$ cat src/rtl/axim_pkg.sv
// Shared AXI4 encodings and the AW-side state type for the write burst controller.
// No logic; constants and types only.
// Imported by axim_wr_burst_ctrl and axim_len_fifo.
package axim_pkg;

  localparam logic [1:0] AXI_BURST_INCR  = 2'b01;
  localparam logic [1:0] AXI_RESP_OKAY   = 2'b00;
  localparam int         AXI_4K_BOUNDARY = 4096;

  typedef enum logic [1:0] {
    IDLE,
    CALC,
    SEND,
    WAIT_B
  } aw_state_t;

endpackage

$ cat src/rtl/axim_len_fifo.sv
// Synchronous FIFO holding the awlen (beats-1) of each burst queued for the W channel.
// Latency: a pushed entry is visible at head the cycle after the push.
// Backpressure: pushes while full and pops while empty are ignored; the owner checks the flags.
module axim_len_fifo
  import axim_pkg::*;
#(
  parameter int DEPTH = 4,
  parameter int WIDTH = 8
) (
  input  logic             clk,
  input  logic             rstn,
  input  logic             push,
  input  logic [WIDTH-1:0] push_dat,
  input  logic             pop,
  output logic [WIDTH-1:0] head,
  output logic             full,
  output logic             empty
);

  localparam int PW = (DEPTH > 1) ? $clog2(DEPTH) : 1;
  localparam int CW = $clog2(DEPTH + 1);

  logic [WIDTH-1:0] mem [DEPTH];
  logic [PW-1:0]    wr_ptr;
  logic [PW-1:0]    rd_ptr;
  logic [CW-1:0]    count;
  logic             do_push;
  logic             do_pop;

  assign do_push = push & ~full;
  assign do_pop  = pop & ~empty;
  assign full    = (count == CW'(DEPTH));
  assign empty   = (count == '0);
  assign head    = mem[rd_ptr];

  // Storage, wrapping pointers and occupancy; reset empties the queue immediately.
  always_ff @(posedge clk or posedge rstn) begin
    if (rstn) begin
      wr_ptr <= '0;
      rd_ptr <= '0;
      count  <= '0;
      for (int i = 0; i < DEPTH; i++) mem[i] <= '0;
    end else begin
      if (do_push) begin
        mem[wr_ptr] <= push_dat;
        wr_ptr      <= (wr_ptr == PW'(DEPTH - 1)) ? '0 : wr_ptr + 1'b1;
      end
      if (do_pop) begin
        rd_ptr <= (rd_ptr == PW'(DEPTH - 1)) ? '0 : rd_ptr + 1'b1;
      end
      case ({do_push, do_pop})
        2'b10:   count <= count + 1'b1;
        2'b01:   count <= count - 1'b1;
        default: count <= count;
      endcase
    end
  end

endmodule

$ cat src/rtl/axim_wr_burst_ctrl.sv
// AXI4 write master: splits a byte-count job into INCR bursts (max length, no 4 KB crossing) on AW/W/B.
// Latency: first AW two cycles after start; W data passes combinationally from the store stream.
// Backpressure: AW stalls at the outstanding-burst limit or full length queue; W follows wready/tvalid.
module axim_wr_burst_ctrl
  import axim_pkg::*;
#(
  parameter int                            C_M_AXI_ADDR_WIDTH = 32,
  parameter int                            C_M_AXI_DATA_WIDTH = 32,
  parameter int                            C_XFER_SIZE_WIDTH  = 32,
  parameter logic [C_M_AXI_ADDR_WIDTH-1:0] C_ADDR_BASE        = '0,
  parameter int                            C_MAX_BURST_LEN    = 16,
  parameter int                            C_MAX_OUTSTANDING  = 4
) (
  input  logic                              clk,
  input  logic                              rstn,
  input  logic [C_M_AXI_ADDR_WIDTH-1:0]     ctrl_waddr_offset_i,
  input  logic [C_XFER_SIZE_WIDTH-1:0]      ctrl_wxfer_size_i,
  input  logic                              ctrl_wstart_i,
  output logic                              ctrl_wdone_o,
  output logic                              ctrl_werr_o,
  input  logic [C_M_AXI_DATA_WIDTH-1:0]     wr_tdata_i,
  input  logic                              wr_tvalid_i,
  output logic                              wr_tready_o,
  output logic                              m_axi_awvalid,
  input  logic                              m_axi_awready,
  output logic [C_M_AXI_ADDR_WIDTH-1:0]     m_axi_awaddr,
  output logic [7:0]                        m_axi_awlen,
  output logic [2:0]                        m_axi_awsize,
  output logic [1:0]                        m_axi_awburst,
  output logic                              m_axi_wvalid,
  input  logic                              m_axi_wready,
  output logic [C_M_AXI_DATA_WIDTH-1:0]     m_axi_wdata,
  output logic [C_M_AXI_DATA_WIDTH/8-1:0]   m_axi_wstrb,
  output logic                              m_axi_wlast,
  input  logic                              m_axi_bvalid,
  output logic                              m_axi_bready,
  input  logic [1:0]                        m_axi_bresp
);

  localparam int AW       = C_M_AXI_ADDR_WIDTH;
  localparam int XW       = C_XFER_SIZE_WIDTH;
  localparam int BYTES    = C_M_AXI_DATA_WIDTH / 8;
  localparam int ADDR_LSB = $clog2(BYTES);
  localparam logic [AW-1:0] ADDR_MASK = ~AW'(BYTES - 1);

  aw_state_t     state_q, state_d;
  logic [AW-1:0] addr_q;
  logic [XW-1:0] beats_left_q;
  logic [XW-1:0] burst_len_q;
  logic [XW-1:0] outstanding_q;
  logic [XW-1:0] beat_cnt_q;
  logic [7:0]    awlen_q;
  logic          werr_q;

  logic [XW-1:0] start_beats;
  logic [AW-1:0] start_addr;
  logic [12:0]   rem_bytes;
  logic [XW-1:0] rem_beats;
  logic [XW-1:0] calc_len;
  logic [7:0]    calc_awlen;
  logic          job_accept;
  logic          fifo_push;
  logic          fifo_pop;
  logic [7:0]    fifo_head;
  logic          fifo_full;
  logic          fifo_empty;
  logic          out_full;
  logic          w_active;
  logic          aw_hs;
  logic          w_hs;
  logic          b_hs;

  assign start_beats = ctrl_wxfer_size_i >> ADDR_LSB;
  assign start_addr  = (C_ADDR_BASE + ctrl_waddr_offset_i) & ADDR_MASK;
  assign rem_bytes   = 13'(AXI_4K_BOUNDARY) - {1'b0, addr_q[11:0]};
  assign rem_beats   = XW'(rem_bytes >> ADDR_LSB);
  assign calc_awlen  = 8'(calc_len - 1'b1);
  assign out_full    = (outstanding_q == XW'(C_MAX_OUTSTANDING));

  // Burst length: remaining job beats, clipped to the max burst and to the next 4 KB page.
  always_comb begin
    calc_len = beats_left_q;
    if (calc_len > XW'(C_MAX_BURST_LEN)) calc_len = XW'(C_MAX_BURST_LEN);
    if (calc_len > rem_beats)            calc_len = rem_beats;
  end

  // AW state register.
  always_ff @(posedge clk or posedge rstn) begin
    if (rstn) state_q <= IDLE;
    else      state_q <= state_d;
  end

  // AW next state, job accept, length push, awvalid and the job-done pulse.
  always_comb begin
    state_d       = state_q;
    job_accept    = 1'b0;
    fifo_push     = 1'b0;
    ctrl_wdone_o  = 1'b0;
    m_axi_awvalid = 1'b0;
    case (state_q)
      IDLE: begin
        if (ctrl_wstart_i) begin
          job_accept = 1'b1;
          state_d    = (start_beats == '0) ? WAIT_B : CALC;
        end
      end
      CALC: begin
        if (!out_full && !fifo_full) begin
          fifo_push = 1'b1;
          state_d   = SEND;
        end
      end
      SEND: begin
        m_axi_awvalid = 1'b1;
        if (m_axi_awready) state_d = (beats_left_q == burst_len_q) ? WAIT_B : CALC;
      end
      WAIT_B: begin
        if (outstanding_q == '0 && fifo_empty) begin
          ctrl_wdone_o = 1'b1;
          state_d      = IDLE;
        end
      end
      default: state_d = IDLE;
    endcase
  end

  assign aw_hs = m_axi_awvalid & m_axi_awready;
  assign b_hs  = m_axi_bvalid & m_axi_bready;
  assign w_hs  = m_axi_wvalid & m_axi_wready;

  // Job address/beat bookkeeping, registered AW fields and the sticky error flag.
  always_ff @(posedge clk or posedge rstn) begin
    if (rstn) begin
      addr_q       <= '0;
      beats_left_q <= '0;
      burst_len_q  <= '0;
      awlen_q      <= '0;
      werr_q       <= 1'b0;
    end else begin
      if (job_accept) begin
        addr_q       <= start_addr;
        beats_left_q <= start_beats;
        werr_q       <= 1'b0;
      end
      if (fifo_push) begin
        burst_len_q <= calc_len;
        awlen_q     <= calc_awlen;
      end
      if (aw_hs) begin
        addr_q       <= addr_q + (AW'(burst_len_q) << ADDR_LSB);
        beats_left_q <= beats_left_q - burst_len_q;
      end
      if (b_hs && m_axi_bresp != AXI_RESP_OKAY) werr_q <= 1'b1;
    end
  end

  // Bursts issued on AW and not yet answered on B; simultaneous AW and B cancel out.
  always_ff @(posedge clk or posedge rstn) begin
    if (rstn) begin
      outstanding_q <= '0;
    end else begin
      case ({aw_hs, b_hs})
        2'b10:   outstanding_q <= outstanding_q + 1'b1;
        2'b01:   outstanding_q <= outstanding_q - 1'b1;
        default: outstanding_q <= outstanding_q;
      endcase
    end
  end

  // Beat position within the burst at the head of the length queue.
  always_ff @(posedge clk or posedge rstn) begin
    if (rstn) begin
      beat_cnt_q <= '0;
    end else if (w_hs) begin
      beat_cnt_q <= m_axi_wlast ? '0 : beat_cnt_q + 1'b1;
    end
  end

  axim_len_fifo #(
    .DEPTH (C_MAX_OUTSTANDING),
    .WIDTH (8)
  ) u_len_fifo (
    .clk      (clk),
    .rstn     (rstn),
    .push     (fifo_push),
    .push_dat (calc_awlen),
    .pop      (fifo_pop),
    .head     (fifo_head),
    .full     (fifo_full),
    .empty    (fifo_empty)
  );

  assign w_active     = ~fifo_empty;
  assign fifo_pop     = w_hs & m_axi_wlast;
  assign m_axi_wvalid = wr_tvalid_i & w_active;
  assign wr_tready_o  = m_axi_wready & w_active;
  assign m_axi_wlast  = w_active & (beat_cnt_q == XW'(fifo_head));
  // Data is a straight pass-through, held at zero while reset is asserted.
  assign m_axi_wdata  = rstn ? '0 : wr_tdata_i;
  assign m_axi_wstrb  = '1;

  assign m_axi_awaddr  = addr_q;
  assign m_axi_awlen   = awlen_q;
  assign m_axi_awsize  = 3'(ADDR_LSB);
  assign m_axi_awburst = AXI_BURST_INCR;
  assign m_axi_bready  = (outstanding_q != '0);
  assign ctrl_werr_o   = werr_q;

endmodule
$ cat config.mk
export PLATFORM = sky130hd
export DESIGN_NAME = axim_wr_burst_ctrl
export DESIGN_NICKNAME = d
export VERILOG_FILES = /design/src/rtl/axim_pkg.sv /design/src/rtl/axim_len_fifo.sv /design/src/rtl/axim_wr_burst_ctrl.sv
export SDC_FILE = /design/constraint.sdc
export NUM_CORES = 1
export LEC_CHECK = 0
export ABC_AREA = 1
export ABC_CLOCK_PERIOD_IN_PS = 19370
export CORE_MARGIN = 1.5
export CORE_UTILIZATION = 40
export DETAILED_ROUTE_END_ITERATION = 10
export PLACE_DENSITY = 0.59
export SYNTH_ARGS = -nofsm -noshare
export SYNTH_HDL_FRONTEND = slang
export SYNTH_SLANG_ARGS = --single-unit
$ cat constraint.sdc
create_clock -name clk -period 19.37 [get_ports clk]
set_clock_uncertainty 0.15 [all_clocks]
set_input_delay 3.874 -clock clk [delete_from_list [all_inputs] [get_ports clk]]
set_output_delay 3.874 -clock clk [all_outputs]
set_load 0.03 [all_outputs]
======== Yosys cells after proc, flatten, opt, wreduce, memory -nomap -nowiden ========
Index checks and enable logic that the tools add are counted.
Widths: inputs -> output; s select.
storage, ports and cells
  output and inout bits ................... 88
  logic and storage cells ................. 112
  flip-flop bits (word level) ............. 210
  input bits .............................. 105
operators by class
  add/subtract/negate cells ............... 11
  mux-type cells .......................... 34
  bitwise logic cells ..................... 13
  reductions and logical operators ........ 17
  magnitude comparators ................... 5
  eq/ne operators ......................... 17
operators by type and width
  cell                    number
  $mux 32                 8
  $add 32x1->32 const B   2
  $logic_not 32->1        2
  $pmux 32 s2             1
  $add 32x32->32          1
  $bwmux 32               1
  $eq 32x3->1 const B     1
  $eq 32x32->1            1
  $eq 32x8->1             1
  $gt 32x11->1            1
  $gt 32x5->1 const B     1
  $reduce_bool 32->1      1
  $sub 32x1->32 const B   1
  $sub 32x32->32          1
  $mux 8                  3
  $bmux 8 s2              1
  $demux 8 s2             1
  $mux 2                  8
  $sub 13x12->13 const A  1
  $eq 2x2->1 const B      6
  $reduce_bool 2->1       5
  $and 1x1->1             9
  $mux 1                  9
  $ne 2x2->1 const B      4
  17 further kinds        27

======== Depth between registers and ports, before layout ========
Gate-level depths: netlist of run 1.
  depth after elaboration ................. 10
  mapped depth ............................ 27
  gate-level depth less buffers ........... 27

======== By module ========
Synthesis of run 1 repeated with hierarchy kept, for this count alone.
unflattened totals
  cell total of the unflattened synthesis .. 2170
  area total of the unflattened synthesis .. 15404.8 µm²
by module, submodules not included
  module              area each (µm²)  sequential area each (µm²)  cells an instance  times used
  axim_wr_burst_ctrl  13317.8          4229.1                      1912               1
  axim_len_fifo       2087.0           975.9                       258                1

======== Least setup slack after synthesis of run 1 ========
Ideal clock, no wire load.
  path kind ............................... input-to-output
  from .................................... input rstn
  to ...................................... output m_axi_wdata[10]
  buffers on the path ..................... 2
  stages on the path ...................... 3
  path slack .............................. 10707 ps
  arrival ................................. 4639 ps
  required time ........................... 15346 ps
  cell sequence ........................... clkbuf_1 -> clkbuf_1 -> nor2_1
between the ends
  longest elaborated chain between the ends .. 1
RTL lines
  item                RTL line                   text
  start: declaration  axim_wr_burst_ctrl.sv:15   input logic rstn,
  $mux 32             axim_wr_burst_ctrl.sv:199  assign m_axi_wdata = rstn ? '0 : wr_tdata_i;
  end: declaration    axim_wr_burst_ctrl.sv:32   output logic [C_M_AXI_DATA_WIDTH-1:0] m_axi_wdata,
No other way between the ends.

======== Worst setup path in the final report of run 1 ========
  from .................................... input rstn
  to ...................................... output m_axi_wdata[5]
Same word-level chain as after synthesis.

==> impl_metrics.py, run 1 <==
metrics = {
    "worst_hold_path": {
        "hold_depth": 1,
        "min_from": "outstanding_q[0]",
        "min_path_type": "reg2reg",
    },
    "power": {
        "p_leak_nw": 9.01,
        "ir_drop_v": 0.0000788,
        "comb_power_share_pct": 30.1,
        "clock_power_share_pct": 35.3,
        "p_int_mw": 0.997,
        "p_seq_share_pct": 34.6,
        "power_density_nw_per_um2": 84.5,
        "total_power_mw": 1.52,
        "p_sw_mw": 0.525,
        "swShare_pct": 34.5,
    },
    "worst_setup_path": {
        "critPathMaxStageDelay_ns": 1.04,
        "cp.depth": 3,
        "critPathLaunch": "rstn",
        "critical_path.endpoint_type": "primary output",
        "critPathMostFrequentCell": "clkdlybuf4s50_1",
        "path_max_fanout": 33,
        "worst-path-buf-inv": 2,
        "rr_worst_depth": 24,
        "cp-start-kind": "primary input",
        "arrival_ns": 5.96,
        "required_ns": 15.35,
        "path_delay_family": "buffers and inverters",
        "timing.rr.start": "outstanding_q[26]",
        "slowest_stage": "clkdlybuf4s50_1",
        "path_cells": "clkdlybuf4s50_1 -> nor2_1 -> clkdlybuf4s50_1",
        "critPathKind": "in2out",
    },
    "detailed_routing": {
        "dr.pass1.iters": 6,
        "drtAntennaViolNets": 0,
        "drtIter0Drc": 887,
        "wl_per_cell_um": 15.0,
        "routed_wl_um": 40800,
        "vias": 13900,
        "viasPerCell": 5.12,
        "drc": 0,
    },
    "die": {
        "rows": 70,
        "die-area_sq_um": 38300,
        "coreArea_sq_um": 36500,
        "ios": 193,
        "start_util_pct": 40.6,
        "die_height_um": 196,
        "die_w_um": 196,
    },
    "logic_synthesis": {
        "yosysSeqAreaShare_pct": 35.1,
        "synth_commonest_cells": "527 x nand2_1, 265 x inv_1, 208 x dfrtp_1",
        "synthFlopType": "dfrtp_1",
        "syn_inst": 2060,
        "synth_most_common_cell": "nand2_1",
        "synth.distinct_cells": 59,
        "synth.avg_cell_area_sq_um": 7.20,
        "yosys-top-cells-area": "dfrtp_1 35%, nand2_1 13%, ha_1 9.4%",
        "synth_top_area_cell": "dfrtp_1",
        "yosys_warnings": 0,
        "ys_ff_latch": 208,
        "synth_edf_count": 0,
        "ys_async_sr_fraction_pct": 100,
        "netlist.area_leader.share_pct": 35.1,
        "syn-cell-area_sq_um": 14800,
    },
    "layout": {
        "drive_gt1_share_pct": 5.12,
        "syn_to_final_growth_pct": 21.4,
        "final_nets": 2446,
        "finalNonFillerCells": 2715,
        "insertedDiodeCount": 0,
        "finalInstanceArea_sq_um": 18000,
        "fill_cells": 3651,
    },
    "cts": {
        "cts_tree": "done",
        "h-tree-depth": 1,
        "clkLatencyLatePin_ns": 0.57,
        "clock-sinks": 208,
        "ctsHoldBuffers": 0,
        "path_clk_slew_ns": 0.05,
        "clockBufferDepth": 3,
        "cts_resized": 0,
        "root_buffer": "clkbuf_16",
        "post_cts_buffers": 0,
        "cts_buffers": 28,
    },
    "global_route": {
        "overflow": 0,
        "grt_pass1_vias": 13600,
        "antenna_found_initial": 0,
        "grt_pass1_wl_um": 68100,
        "grt_max_degree": 137,
        "grt.total_usage_pct": 21.6,
    },
    "timing": {
        "rsz0062_at_grt": "no",
        "max_freq_ghz": 0.100,
        "finalSetupViolCount": 0,
        "hold_ws_ns": 0.318,
        "finalSetupTns_ns": 0,
        "worst_pin_slew_ns": 1.22,
        "finalHoldViolCount": 0,
        "fin_crit_ns": 9.99,
        "fin_crit_sh_pct": 51.6,
        "drv_slew": 0,
        "slew_headroom_pct": 18.3,
    },
    "outcome": {
        "outcome": "finished, final reports clean",
    },
    "job": {
        "cap_viol_max_count": 0,
    },
    "placed_design": {
        "hpwl_um": 29700,
        "dp.cells": 2664,
        "gp_congestion": 0.881,
        "io_buffer_count": 177,
        "place_area_sq_um": 17000,
    },
}
final cells by class:
class | instances | area [sq um] | area share (%)
clock inverters | 9 | 113 | 0.625
flip-flops and latches | 208 | 5200 | 28.9
well taps | 468 | 586 | 3.25
repair buffers | 184 | 1820 | 10.1
clock buffers | 42 | 863 | 4.79
inverters | 269 | 1020 | 5.65
multi-input cells | 1535 | 8400 | 46.7
sequential cells by signal, indices dropped and copies added, names as in the netlist:
name and count:
state_q 2, m_axi_awaddr 30, m_axi_awlen 8, burst_len_q 32
outstanding_q 32, u_len_fifo.count 3, u_len_fifo.rd_ptr 2, beats_left_q 32
u_len_fifo.mem 32, ctrl_werr_o 1, beat_cnt_q 32, u_len_fifo.wr_ptr 2
power groups by stage:
stage	Combinational (mW)	Sequential [mW]	Clock (mW)
after detailed placement	0.455	0.534	0
after global placement	0.446	0.533	0
after floorplan	0.339	0.528	0
final	0.457	0.527	0.538
after global routing	0.526	0.534	0.570
after CTS	0.458	0.527	0.548
kinds of logic after synthesis:
logic type               Yosys count  synth area share, %
AND/OR/NAND/NOR                  924                 26.9
AO/OA/AOI/OAI                    417                 15.7
buffers and inverters            332                 8.74
flip-flops                       208                 35.1
adder cells (fa/ha/maj)          115                 9.90
XOR/XNOR                          62                 3.66
other                              2               0.0506
layout by cell type (no fill, tap or decap), types with 27 or more instances in the layout:
| cell type | Yosys | final |
|---|---|---|
| a21oi_1 | 157 | 157 |
| clkbuf_16 | 0 | 28 |
| clkdlybuf4s50_1 | 0 | 177 |
| dfrtp_1 | 208 | 208 |
| ha_1 | 111 | 111 |
| inv_1 | 265 | 263 |
| nand2_1 | 527 | 526 |
| nand3_1 | 94 | 94 |
| nor2_1 | 166 | 165 |
| nor4_1 | 28 | 28 |
| o21ai_0 | 158 | 158 |
| or2_2 | 27 | 27 |
| xor2_1 | 38 | 38 |
worst register-to-register path, cell delays in order, from the launching register on:
cell	delay, ns
dfrtp_1	0.38
inv_1	0.08
nand4_1	0.15
nor3_1	0.16
nand2_1	0.06
nor4_1	0.44
nand2_1	0.11
nor3_1	0.55
nor2_1	0.14
ha_1	0.23
buf_4	0.27
ha_1	0.41
nand2_1	0.11
o21ai_0	0.17
nor2_1	0.09
o21ai_1	0.23
a21oi_1	0.12
o21ai_0	0.36
a21boi_1	0.17
o21ai_0	0.31
nand3_1	0.12
nand2_1	0.09
xor2_1	0.14
nand2_1	0.06
nand2_1	0.08
layer usage:
metal,share of wire [%],GRT usage [%],vias to the layer above
met5,0,0,-
met4,2.3,5.23,0
met3,3.7,2.57,47
met2,47,36.8,244
met1,47,29.1,6497
li1,-,-,7112
worst paths after layout:
path / endpoint / slack (ns)
hold / removal: outstanding_q[0] / 0.32
setup reg to reg: outstanding_q[17] / 14.14
max in group asynchronous: m_axi_awaddr[12] / 12.82
min in group asynchronous: beat_cnt_q[0] / 4.68
setup / recovery: m_axi_wdata[5] / 9.38
hold reg to reg: outstanding_q[0] / 0.32
through the flow:
stage	worst slack, ns	utilization [%]
floorplan	9.32	-
global placement	9.42	46.6
detailed placement	9.35	46.6
CTS	9.35	49.3
global route	9.16	49.3
finish	9.38	49.3
Note: power is estimated with default switching activity, not from simulation.
==> run 2, diff against run 1 <==
ABC_CLOCK_PERIOD_IN_PS = 10000   (was 19370)
clock period = 10 ns   (was 19.37 ns; I/O delays follow)
==> run 2 against run 1 <==
Clock power increased by 90%. Utilization down 0.069 points. Power grew 92%. Sequential share of layout area barely moved. Critical path type unchanged. Largest cell class unchanged.
==> impl_metrics.py, run 2 (synthesis gave the netlist of run 1 again) <==
metrics = {
    "worst_setup_path": {
        "path_max_fanout": 33,
        "worst_r2r_endpoint": "outstanding_q[17]",
        "critPathKind": "in2out",
        "rr_worst_depth": 24,
        "critPathLaunch": "rstn",
        "critical_path.endpoint_type": "primary output",
        "endpoint": "m_axi_wdata[5]",
        "required_ns": 7.85,
        "arrival_ns": 4.06,
        "cp-start-kind": "primary input",
        "timing.rr.start": "outstanding_q[26]",
        "r2r_setup_slack_ns": 4.53,
    },
    "layout": {
        "postLayoutCoreUtil_pct": 49.2,
        "insertedDiodeCount": 0,
        "final_common_cell": "nand2_1",
        "final_nets": 2446,
        "multi_input_area_sq_um": 8400,
        "fill_cells": 3627,
        "syn_to_final_growth_pct": 21.2,
        "drive_gt1_share_pct": 5.12,
        "register_area_sq_um": 5200,
        "layout_common_cells": "526 x nand2_1, 263 x inv_1, 208 x dfrtp_1",
    },
    "cts": {
        "clock-sinks": 208,
        "clkLatencyLatePin_ns": 0.53,
        "clockBufferDepth": 3,
        "h-tree-depth": 1,
        "cts_resized": 0,
        "root_buffer": "clkbuf_16",
        "path_clk_slew_ns": 0.06,
        "post_cts_buffers": 0,
        "cts_tree": "done",
        "ctsHoldBuffers": 0,
        "cts_buffers": 26,
    },
    "timing": {
        "worst_pin_slew_ns": 1.19,
        "max_freq_ghz": 0.161,
        "rsz0062_at_grt": "no",
        "fin_crit_sh_pct": 62.1,
        "slew_headroom_pct": 20.3,
        "finalSetupTns_ns": 0,
        "hold_ws_ns": 0.327,
        "fin_crit_ns": 6.21,
        "finalSetupViolCount": 0,
        "drv_slew": 0,
        "finalHoldViolCount": 0,
        "setup_slack_ns": 3.79,
    },
    "global_route": {
        "grt_pass1_wl_um": 68000,
        "antenna_found_initial": 0,
        "grt_max_degree": 82,
        "grt.total_usage_pct": 21.5,
        "grt_pass1_vias": 13700,
        "overflow": 0,
    },
    "die": {
        "die_height_um": 196,
        "start_util_pct": 40.6,
        "die-area_sq_um": 38300,
        "rows": 70,
        "ios": 193,
        "die_w_um": 196,
        "coreArea_sq_um": 36500,
    },
    "detailed_routing": {
        "wl_per_cell_um": 15.1,
        "routed_wl_um": 41000,
        "drtAntennaViolNets": 0,
        "viasPerCell": 5.15,
        "drc": 0,
        "drtIter0Drc": 774,
        "vias": 14000,
        "dr.pass1.iters": 5,
    },
    "placed_design": {
        "dp_worst_setup_slack_ns": 3.76,
        "gp_congestion": 0.882,
        "hpwl_um": 30100,
        "io_buffer_count": 177,
    },
    "power": {
        "total_power_mw": 2.92,
        "ir_drop_v": 0.000152,
        "power_density_nw_per_um2": 162,
        "p_leak_nw": 9.01,
    },
    "job": {
        "cap_viol_max_count": 0,
    },
    "worst_hold_path": {
        "min_path_type": "reg2reg",
        "min_from": "u_len_fifo.mem[13]",
    },
    "outcome": {
        "outcome": "finished, final reports clean",
    },
}
[run 2: final cells by class]
class / instances / share of cell area [%]
Inverter: 269 / 5.66
Tap cell: 468 / 3.26
Clock buffer: 38 / 4.49
Sequential cell: 208 / 28.9
Multi-Input combinational cell: 1535 / 46.7
Clock inverter: 10 / 0.716
Timing Repair Buffer: 186 / 10.2
[run 2: through the flow]
step	instances	cell area, sq um
after detailed placement	2666	17100
after CTS	2714	18000
after global routing	2714	18000
after global placement	2666	17100
after floorplan	2075	14900
final	2714	18000
[run 2: how the worst min path moves through the flow]
stage                         end  slack (ns)  depth (start not counted)
6_report       u_len_fifo.mem[13]        0.33                          2
5_1_grt        u_len_fifo.mem[29]        0.34                          2
4_1_cts        u_len_fifo.mem[22]        0.33                          2
3_5_place_dp   u_len_fifo.mem[22]        0.32                          2
3_3_place_gp      burst_len_q[30]        0.30                          2
2_1_floorplan     burst_len_q[30]        0.29                          2
[run 2: layer usage]
metal / track usage, % / routed length [um]
met5: 0 / 0
met4: 5.63 / 1020
met3: 2.59 / 2010
met2: 36.6 / 19000
met1: 29.0 / 18900
[run 2: report_power, final]
part | switching (mW) | total (mW) | internal [mW]
sequential | 0.0862 | 1.02 | 0.934
clock | 0.381 | 1.02 | 0.634
combinational | 0.530 | 0.885 | 0.354
total | 0.998 | 2.92 | 1.92
[run 2: critical path: stages]
cell and delay (ns):
clkdlybuf4s50_1 1.03, nor2_1 0.31, clkdlybuf4s50_1 0.71
==> run 3, diff against run 2 <==
ABC_CLOCK_PERIOD_IN_PS = 5500   (was 10000)
PLACE_DENSITY = 0.61   (was 0.59)
clock period = 5.5 ns   (was 10 ns; I/O delays follow)
==> run 3 against run 2 <==
Hold slack got worse by 0.0080 ns. Flip-flop and latch count is the same. Wire length is 1.1% lower. Critical endpoint is now outstanding_q[17]. Largest cell class unchanged. Highest routed layer unchanged.
==> impl_metrics.py, run 3 (synthesis gave the netlist of run 1 again) <==
metrics = {
    "job": {
        "cap_viol_max_count": 0,
    },
    "worst_setup_path": {
        "critical_path.endpoint_type": "flop",
        "slowest_stage": "ha_1",
        "path_max_fanout": 20,
        "critPathMaxStageDelay_ns": 0.50,
        "critPathKind": "reg2reg",
        "path_cells": "inv_1 -> nand4_1 -> nor3_1 -> nand2_1 -> nor4_1 -> nand2_1 -> nor3_1 -> buf_4 -> nor2_1 -> ha_1 -> ha_1 -> nand2_1 -> o21ai_0 -> nor2_1 -> o21ai_1 -> a21oi_1 -> o21ai_0 -> a21boi_1 -> o21ai_0 -> nand3_1 -> nand2_1 -> xor2_1 -> nand2_1 -> nand2_1",
        "critPathMostFrequentCell": "nand2_1",
        "arrival_ns": 5.16,
        "cp-start-kind": "flop",
        "required_ns": 5.83,
    },
    "timing": {
        "max_freq_ghz": 0.207,
        "finalSetupTns_ns": 0,
        "fin_crit_sh_pct": 87.8,
        "rsz0062_at_grt": "no",
        "fin_crit_ns": 4.83,
        "drv_slew": 0,
        "hold_ws_ns": 0.319,
        "slew_headroom_pct": 25.6,
        "finalSetupViolCount": 0,
        "worst_pin_slew_ns": 1.11,
        "finalHoldViolCount": 0,
    },
    "power": {
        "power_density_nw_per_um2": 299,
        "p_leak_nw": 9.04,
        "ir_drop_v": 0.000296,
    },
    "placed_design": {
        "hpwl_um": 29900,
        "gp_congestion": 0.892,
        "io_buffer_count": 177,
    },
    "detailed_routing": {
        "wl_per_cell_um": 14.9,
        "dr.pass1.iters": 5,
        "viasPerCell": 5.14,
        "drtAntennaViolNets": 0,
        "drtIter0Drc": 778,
        "drc": 0,
        "routed_wl_um": 40500,
        "vias": 14000,
    },
    "worst_hold_path": {
        "min_path_type": "reg2reg",
    },
    "global_route": {
        "grt_pass1_wl_um": 67800,
        "grt_max_degree": 150,
        "grt_pass1_vias": 13700,
        "antenna_found_initial": 0,
        "grt.total_usage_pct": 21.4,
        "overflow": 0,
    },
    "cts": {
        "h-tree-depth": 1,
        "post_cts_buffers": 0,
        "clock-sinks": 208,
        "cts_resized": 0,
        "cts_tree": "done",
        "clockBufferDepth": 3,
        "cts_buffers": 27,
        "path_clk_slew_ns": 0.06,
        "root_buffer": "clkbuf_16",
        "ctsHoldBuffers": 0,
        "clkLatencyLatePin_ns": 0.56,
    },
    "die": {
        "coreArea_sq_um": 36500,
        "die_w_um": 196,
        "die_height_um": 196,
        "start_util_pct": 40.6,
        "die-area_sq_um": 38300,
        "rows": 70,
        "ios": 193,
    },
    "layout": {
        "drive_gt1_share_pct": 5.41,
        "final_common_cell": "nand2_1",
        "insertedDiodeCount": 0,
        "syn_to_final_growth_pct": 21.9,
        "layout_common_cells": "526 x nand2_1, 263 x inv_1, 208 x dfrtp_1",
        "final_nets": 2455,
    },
    "outcome": {
        "outcome": "finished, final reports clean",
    },
}
==> run 3: final cells by class <==
cell class | instances | area [sq um]
Multi-Input combinational cell | 1535 | 8400
Sequential cell | 208 | 5200
Fill cell | 3564 | 18400
Timing Repair Buffer | 194 | 1910
Inverter | 269 | 1010
Clock buffer | 37 | 763
Clock inverter | 13 | 208
Tap cell | 468 | 586
==> run 3: metrics by stage <==
| stage | area, sq um | utilization, % | instances | total power, mW | setup slack (ns) |
|---|---|---|---|---|---|
| 2_1_floorplan | 14900 | - | 2075 | 3.05 | 0.811 |
| 3_3_place_gp | 17100 | 46.9 | 2674 | 3.45 | 0.598 |
| 3_5_place_dp | 17100 | 46.9 | 2674 | 3.48 | 0.544 |
| 4_1_cts | 18100 | 49.5 | 2724 | 5.45 | 0.698 |
| 5_1_grt | 18100 | 49.5 | 2724 | 5.77 | 0.193 |
| 6_report | 18100 | 49.5 | 2724 | 5.41 | 0.673 |
==> run 3: path summary, 6_finish.rpt <==
| path | from | to | slack (ns) | cells after the start |
|---|---|---|---|---|
| setup reg to reg | outstanding_q[26] | outstanding_q[17] | 0.67 | 24 |
| max in group asynchronous | rstn | burst_len_q[17] | 2.62 | 3 |
| min in group asynchronous | rstn | outstanding_q[4] | 1.51 | 2 |
| hold reg to reg | beat_cnt_q[31] | beat_cnt_q[31] | 0.32 | 1 |
| hold / removal | beat_cnt_q[31] | beat_cnt_q[31] | 0.32 | 1 |
| setup / recovery | outstanding_q[26] | outstanding_q[17] | 0.67 | 24 |
==> run 3: worst max-delay path: cells and delay by family (launching register included) <==
family                     cells  cell delay (ns)
adders and majority gates      2             1.00
AOI/OAI and AO/OA              6             1.27
buffers and inverters          2             0.25
and+or+nand+nor               13             1.56
DFF                            1             0.38
xor gates and xnor gates       1             0.14
==> run 3: layer usage <==
layer	up-vias	routed length (um)	part of all wire [%]	track usage [%]
met3	56	1480	3.7	2.49
met5	-	0	0	0
met2	249	18800	46	36.1
met1	6572	19300	48	29.3
met4	0	872	2.2	4.88
li1	7129	-	-	-
==> run 3: power by group <==
group	switching [mW]	total (mW)	internal [mW]	leakage (nW)
Combinational	0.967	1.61	0.646	6.15
Sequential	0.161	1.86	1.70	2.42
Clock	0.731	1.94	1.21	0.463
